--- src/rtl/rob_mw.sv ---
// rob_mw: multi-port reorder buffer; out-of-order writeback, in-order retirement of up to COMMIT_W entries.
// Optional macro ROB_WB_GUARD_EN adds a sticky wb_err flag for writebacks to slots that are not in flight.
module rob_mw #(
    parameter int ROB_NUM_BITS = 4,
    parameter int DATA_W       = 64,
    parameter int RES_W        = 32,
    parameter int WB_PORTS     = 2,
    parameter int COMMIT_W     = 2
) (
    input  logic                             clk,
    input  logic                             rst_n,
    input  logic                             alloc_valid,
    input  logic [DATA_W-1:0]                alloc_data,
    output logic                             alloc_ready,
    output logic [ROB_NUM_BITS-1:0]          alloc_idx,
    input  logic [WB_PORTS-1:0]              wb_valid,
    input  logic [WB_PORTS*ROB_NUM_BITS-1:0] wb_idx,
    input  logic [WB_PORTS*RES_W-1:0]        wb_result,
    input  logic [WB_PORTS-1:0]              wb_mispredict,
    input  logic                             commit_ready,
    output logic [COMMIT_W-1:0]              commit_valid,
    output logic [COMMIT_W*DATA_W-1:0]       commit_data,
    output logic [COMMIT_W*RES_W-1:0]        commit_result,
    output logic                             flush,
`ifdef ROB_WB_GUARD_EN
    output logic                             wb_err,
`endif
    output logic [ROB_NUM_BITS:0]            count
);
    localparam int NB    = ROB_NUM_BITS;
    localparam int PW    = ROB_NUM_BITS + 1;
    localparam int DEPTH = 1 << ROB_NUM_BITS;

    logic [PW-1:0]     head_reg, tail_reg, count_reg, head_next, occ, n_ret;
    logic [DEPTH-1:0]  done_reg, misp_reg;
    logic [DATA_W-1:0] data_mem [DEPTH];
    logic [RES_W-1:0]  res_mem [DEPTH];
    logic              full, alloc_fire;

    logic [COMMIT_W-1:0] slot_ok, slot_misp;
    logic [NB-1:0]       slot_idx [COMMIT_W];

    logic [NB-1:0]       wb_idx_p [WB_PORTS];
    logic [NB-1:0]       wb_off [WB_PORTS];
    logic [WB_PORTS-1:0] wb_inflight, wb_acc;

    assign occ         = tail_reg - head_reg;
    assign full        = (head_reg[NB-1:0] == tail_reg[NB-1:0]) && (head_reg[NB] != tail_reg[NB]);
    assign alloc_ready = ~full & ~flush;
    assign alloc_idx   = tail_reg[NB-1:0];
    assign alloc_fire  = alloc_valid & alloc_ready;
    assign count       = count_reg;

    generate
        for (genvar gi = 0; gi < COMMIT_W; gi++) begin : g_slot
            assign slot_idx[gi]  = head_reg[NB-1:0] + NB'(gi);
            assign slot_ok[gi]   = (PW'(gi) < occ) && done_reg[slot_idx[gi]];
            assign slot_misp[gi] = misp_reg[slot_idx[gi]];
            assign commit_data[gi*DATA_W +: DATA_W] = data_mem[slot_idx[gi]];
            assign commit_result[gi*RES_W +: RES_W] = res_mem[slot_idx[gi]];
        end
        for (genvar gi = 0; gi < WB_PORTS; gi++) begin : g_wb
            assign wb_idx_p[gi]    = wb_idx[gi*NB +: NB];
            assign wb_off[gi]      = wb_idx_p[gi] - head_reg[NB-1:0];
            assign wb_inflight[gi] = {1'b0, wb_off[gi]} < occ;
        end
    endgenerate

    // Retirement chain stops after the first not-ready slot and just after a mispredict.
    always_comb begin
        logic chain;
        commit_valid = '0;
        n_ret        = '0;
        chain        = commit_ready;
        for (int k = 0; k < COMMIT_W; k++) begin
            chain           = chain & slot_ok[k];
            commit_valid[k] = chain;
            n_ret           = n_ret + PW'(chain);
            chain           = chain & ~slot_misp[k];
        end
    end

    assign flush     = |(commit_valid & slot_misp);
    assign head_next = head_reg + n_ret;

    always_comb begin
        wb_acc = '0;
        for (int p = 0; p < WB_PORTS; p++) begin
            wb_acc[p] = wb_valid[p] & wb_inflight[p] & ~done_reg[wb_idx_p[p]] & ~flush;
            for (int j = 0; j < p; j++) begin
                if (wb_valid[j] && (wb_idx_p[j] == wb_idx_p[p]))
                    wb_acc[p] = 1'b0;
            end
        end
    end

    always_ff @(posedge clk or negedge rst_n) begin
        if (!rst_n) begin
            head_reg  <= '0;
            tail_reg  <= '0;
            count_reg <= '0;
            done_reg  <= '0;
            misp_reg  <= '0;
        end else begin
            head_reg <= head_next;
            if (flush) begin
                tail_reg  <= head_next;
                count_reg <= '0;
                done_reg  <= '0;
            end else begin
                if (alloc_fire) begin
                    tail_reg                     <= tail_reg + PW'(1);
                    done_reg[tail_reg[NB-1:0]]   <= 1'b0;
                    misp_reg[tail_reg[NB-1:0]]   <= 1'b0;
                end
                for (int p = 0; p < WB_PORTS; p++) begin
                    if (wb_acc[p]) begin
                        done_reg[wb_idx_p[p]] <= 1'b1;
                        misp_reg[wb_idx_p[p]] <= wb_mispredict[p];
                    end
                end
                count_reg <= count_reg + PW'(alloc_fire) - n_ret;
            end
        end
    end

    // Payload and result storage carry no reset; validity lives in the pointers and done bits.
    always_ff @(posedge clk) begin
        if (alloc_fire)
            data_mem[tail_reg[NB-1:0]] <= alloc_data;
        for (int p = 0; p < WB_PORTS; p++) begin
            if (wb_acc[p])
                res_mem[wb_idx_p[p]] <= wb_result[p*RES_W +: RES_W];
        end
    end

`ifdef ROB_WB_GUARD_EN
    always_ff @(posedge clk or negedge rst_n) begin
        if (!rst_n)
            wb_err <= 1'b0;
        else if (|(wb_valid & ~wb_inflight))
            wb_err <= 1'b1;
    end
`endif

endmodule

--- config.mk ---
export PLATFORM = sky130hd
export DESIGN_NAME = rob_mw
export DESIGN_NICKNAME = d
export VERILOG_FILES = /design/src/rtl/rob_mw.sv
export SDC_FILE = /design/constraint.sdc
export NUM_CORES = 2
export LEC_CHECK = 0
export BUFFER_PORTS_ARGS = -buffer_cell sky130_fd_sc_hd__buf_2
export CAP_MARGIN = 20
export CORE_ASPECT_RATIO = 1.2
export CORE_MARGIN = 2
export CORE_UTILIZATION = 30
export CTS_BUF_LIST = sky130_fd_sc_hd__clkbuf_2
export DETAILED_ROUTE_END_ITERATION = 12
export HOLD_SLACK_MARGIN = 0.05
export PLACE_DENSITY = 0.43
export SLEW_MARGIN = 10
export SYNTH_ARGS = -nofsm -noshare
export SYNTH_HDL_FRONTEND = slang
export SYNTH_SLANG_ARGS = --single-unit
--- constraint.sdc ---
create_clock -name clk -period 8.8 [get_ports clk]
set_input_delay 2.2 -clock clk [delete_from_list [all_inputs] [get_ports clk]]
set_output_delay 2.2 -clock clk [all_outputs]
set_load 0.01 [all_outputs]
==> results.toml <==
[run_status]
status = "completed"

[drt]
wl_mm = 256
ant_nets = 0
wire_per_inst_um = 30.8
dr.pass1.iters = 5
drc = 0
vias = 44200
drt_iter0_markers = 3260
viasPerCell = 5.32

[yosys]
synth_area_mm2 = 0.0799
yosys_register_bits = 1583
synth_edf_count = 1536
yosysSeqAreaShare_pct = 59.2
syn_nets = 4064
synth_simple_gate_area_share_pct = 1.45
synth-xor-area-share_pct = 0.315
synth_top_family_by_area = "multiplexers"
ys.warnings.count = 0
syn_inst = 3885
synthMuxAreaShare_pct = 35.3
postSynthAreaPerCell_um2 = 20.6
ys_async_sr_fraction_pct = 2.97
synthFlopType = "edfxtp_1"
synth.distinct_cells = 60
synth_compound_area_share_pct = 1.04
synth_adder_area_share_pct = 0.595

[clock_tree]
post_cts_buffers = 0
clk_pin_slew_ns = 0.12
hold_buffers = 0
clkLatencyLatePin_ns = 1.71
clk_path_buf_depth = 4
cts_resized = 0
ctsHtreeMaxLevel = 5
clockRootBuffer = "clkbuf_2"
cts_buffers = 434
clock-sinks = 1583
cts_tree = "done"

[power_and_ir_drop]
clock_power_share_pct = 16.4
intPower_w = 0.0193
power_frac_seq_pct = 30.2
netSwitchingFraction_pct = 40.2
ir_drop_v = 0.000422
p_leak_nw = 29.8
p_switching_w = 0.0130
p_per_area_mw_per_mm2 = 360
p_comb_share_pct = 53.4

[timing]
final_max_slew_viol_count = 0
fin_crit_sh_pct = 87.7
clock.fmax_mhz = 130
worstMarginPinSlew_ns = 1.11
finalHoldViolations = 0
setup_viol = 0
period_minus_slack_ns = 7.71
skew_ns = 0.198
max_slew_margin_pct = 26.1
tns_ns = 0
rsz0062_at_grt = "no"

[worst_setup_path]
rrSetupSlack_ns = 2.65
path_max_fanout = 45
end_kind = "output pin"
start_kind = "flip-flop"
cp.required_ns = 6.60
cp_data_arrival_time_ns = 5.51
startpoint = "head_reg[0]"
crit_type = "flip-flop to output pin"
r2r-start = "head_reg[0]"

[min_path]
hp-start = "head_reg[4]"
hold_path_class = "flip-flop to flip-flop"

[floorplanning]
coreArea_mm2 = 0.265
ioPinCount = 349
dieHeight_um = 569
dieArea_mm2 = 0.271
start_util_pct = 30.2
die_width_um = 475
rows = 207

[grt]
grt_pass1_vias = 46800
antenna_found_initial = 53
grt_pass1_wl_mm = 358
grt_overflow_total = 0
grtUsageTotal_pct = 18.6
grt_max_degree = 113

[layout]
drive_above_1_share_pct = 52.9
layout_common_cells = "edfxtp_1, mux4_2, clkbuf_2"
finalNetCount = 4567
finalInstanceArea_mm2 = 0.0899
area_growth_pct = 12.4
final_common_cell = "edfxtp_1"
largest_reg_flops = 1024

[place]
dp_hpwl_mm = 147
gp_congestion = 0.757
dpl-instance-area_mm2 = 0.0860
portBuffers = 348

[flow_run]
max_cap_violations = 0
[logic make-up after synthesis]
| logic type | Yosys count |
|---|---|
| xor gates and xnor gates | 27 |
| AOI/OAI and AO/OA | 124 |
| and+or+nand+nor | 243 |
| adders and majority gates | 35 |
| buffers and inverters | 398 |
| muxes | 1475 |
| DFF | 1583 |
[metrics by stage]
| step | hold WS (ns) | total power (W) | instances | utilization [%] | setup WS [ns] |
|---|---|---|---|---|---|
| floorplan | 0.484 | 0.0212 | 3885 | - | 0.0147 |
| global placement | 0.502 | 0.0277 | 7503 | 32.4 | 1.66 |
| detailed placement | 0.508 | 0.0277 | 7505 | 32.4 | 1.74 |
| CTS | 0.418 | 0.0332 | 8278 | 33.9 | 0.672 |
| global route | 0.481 | 0.0342 | 8288 | 33.9 | 0.587 |
| finish | 0.524 | 0.0323 | 8294 | 33.9 | 1.09 |
[power groups by stage]
stage	logic (W)	registers (W)	clock network (W)
CTS	0.0178	0.00977	0.00560
global route	0.0184	0.00985	0.00595
finish	0.0173	0.00976	0.00530
global placement	0.0178	0.00991	0
floorplan	0.0115	0.00968	0
detailed placement	0.0177	0.00994	0
[worst paths after layout]
check                                        to  depth (start not counted)
worst max register to register   res_mem[13][3]                         12
worst min-delay path                head_reg[4]                          1
min in group asynchronous          done_reg[10]                          2
worst max-delay path            commit_data[82]                          5
worst min register to register      head_reg[4]                          1
max in group asynchronous          done_reg[13]                          2
[Yosys cell counts (10+ instances only)]
cell / instances / area (um2)
a21oi_1: 12 / 60.1
buf_1: 49 / 184
buf_2: 54 / 270
buf_4: 10 / 75.1
buf_6: 16 / 180
clkbuf_1: 244 / 916
dfrtp_1: 47 / 1180
edfxtp_1: 1536 / 46100
ha_1: 30 / 375
inv_1: 22 / 82.6
mux2_1: 145 / 1630
mux2_2: 193 / 2170
mux2_4: 145 / 2180
mux2i_1: 10 / 100
mux4_2: 982 / 22100
nand2_1: 130 / 488
nand2b_1: 12 / 75.1
nand3_1: 10 / 50.1
nor2_1: 29 / 109
o21a_1: 27 / 203
o21ai_0: 29 / 145
o21ai_1: 13 / 65.1
o22a_1: 10 / 87.6
or4_1: 12 / 90.1
xnor2_1: 17 / 149
[worst max-delay path: stages (launching register included)]
cell	delay, ns
dfrtp_4	0.74
ha_4	1.05
buf_4	0.76
mux4_2	0.61
mux4_2	0.51
buf_2	0.16
[cell type report]
type / instances / area, um2
fill: 25300 / 175000
clock buffer: 631 / 3160
antenna: 16 / 40.0
sequential: 1583 / 47300
timing repair buffer: 441 / 2820
inverter: 24 / 103
clock inverter: 142 / 687
multi-input combinational: 1904 / 31300
tap: 3553 / 4450
[layer usage]
metal	vias up	global-route usage (%)	share of wire, %	wire length [um]
li1	18100	-	-	-
met1	24200	23.4	40	104000
met2	1384	31.8	51	129000
met3	464	4.37	6.2	15900
met4	36	5.44	2.6	6650
met5	-	0	0.090	230
(Power assumes the default switching activity.)
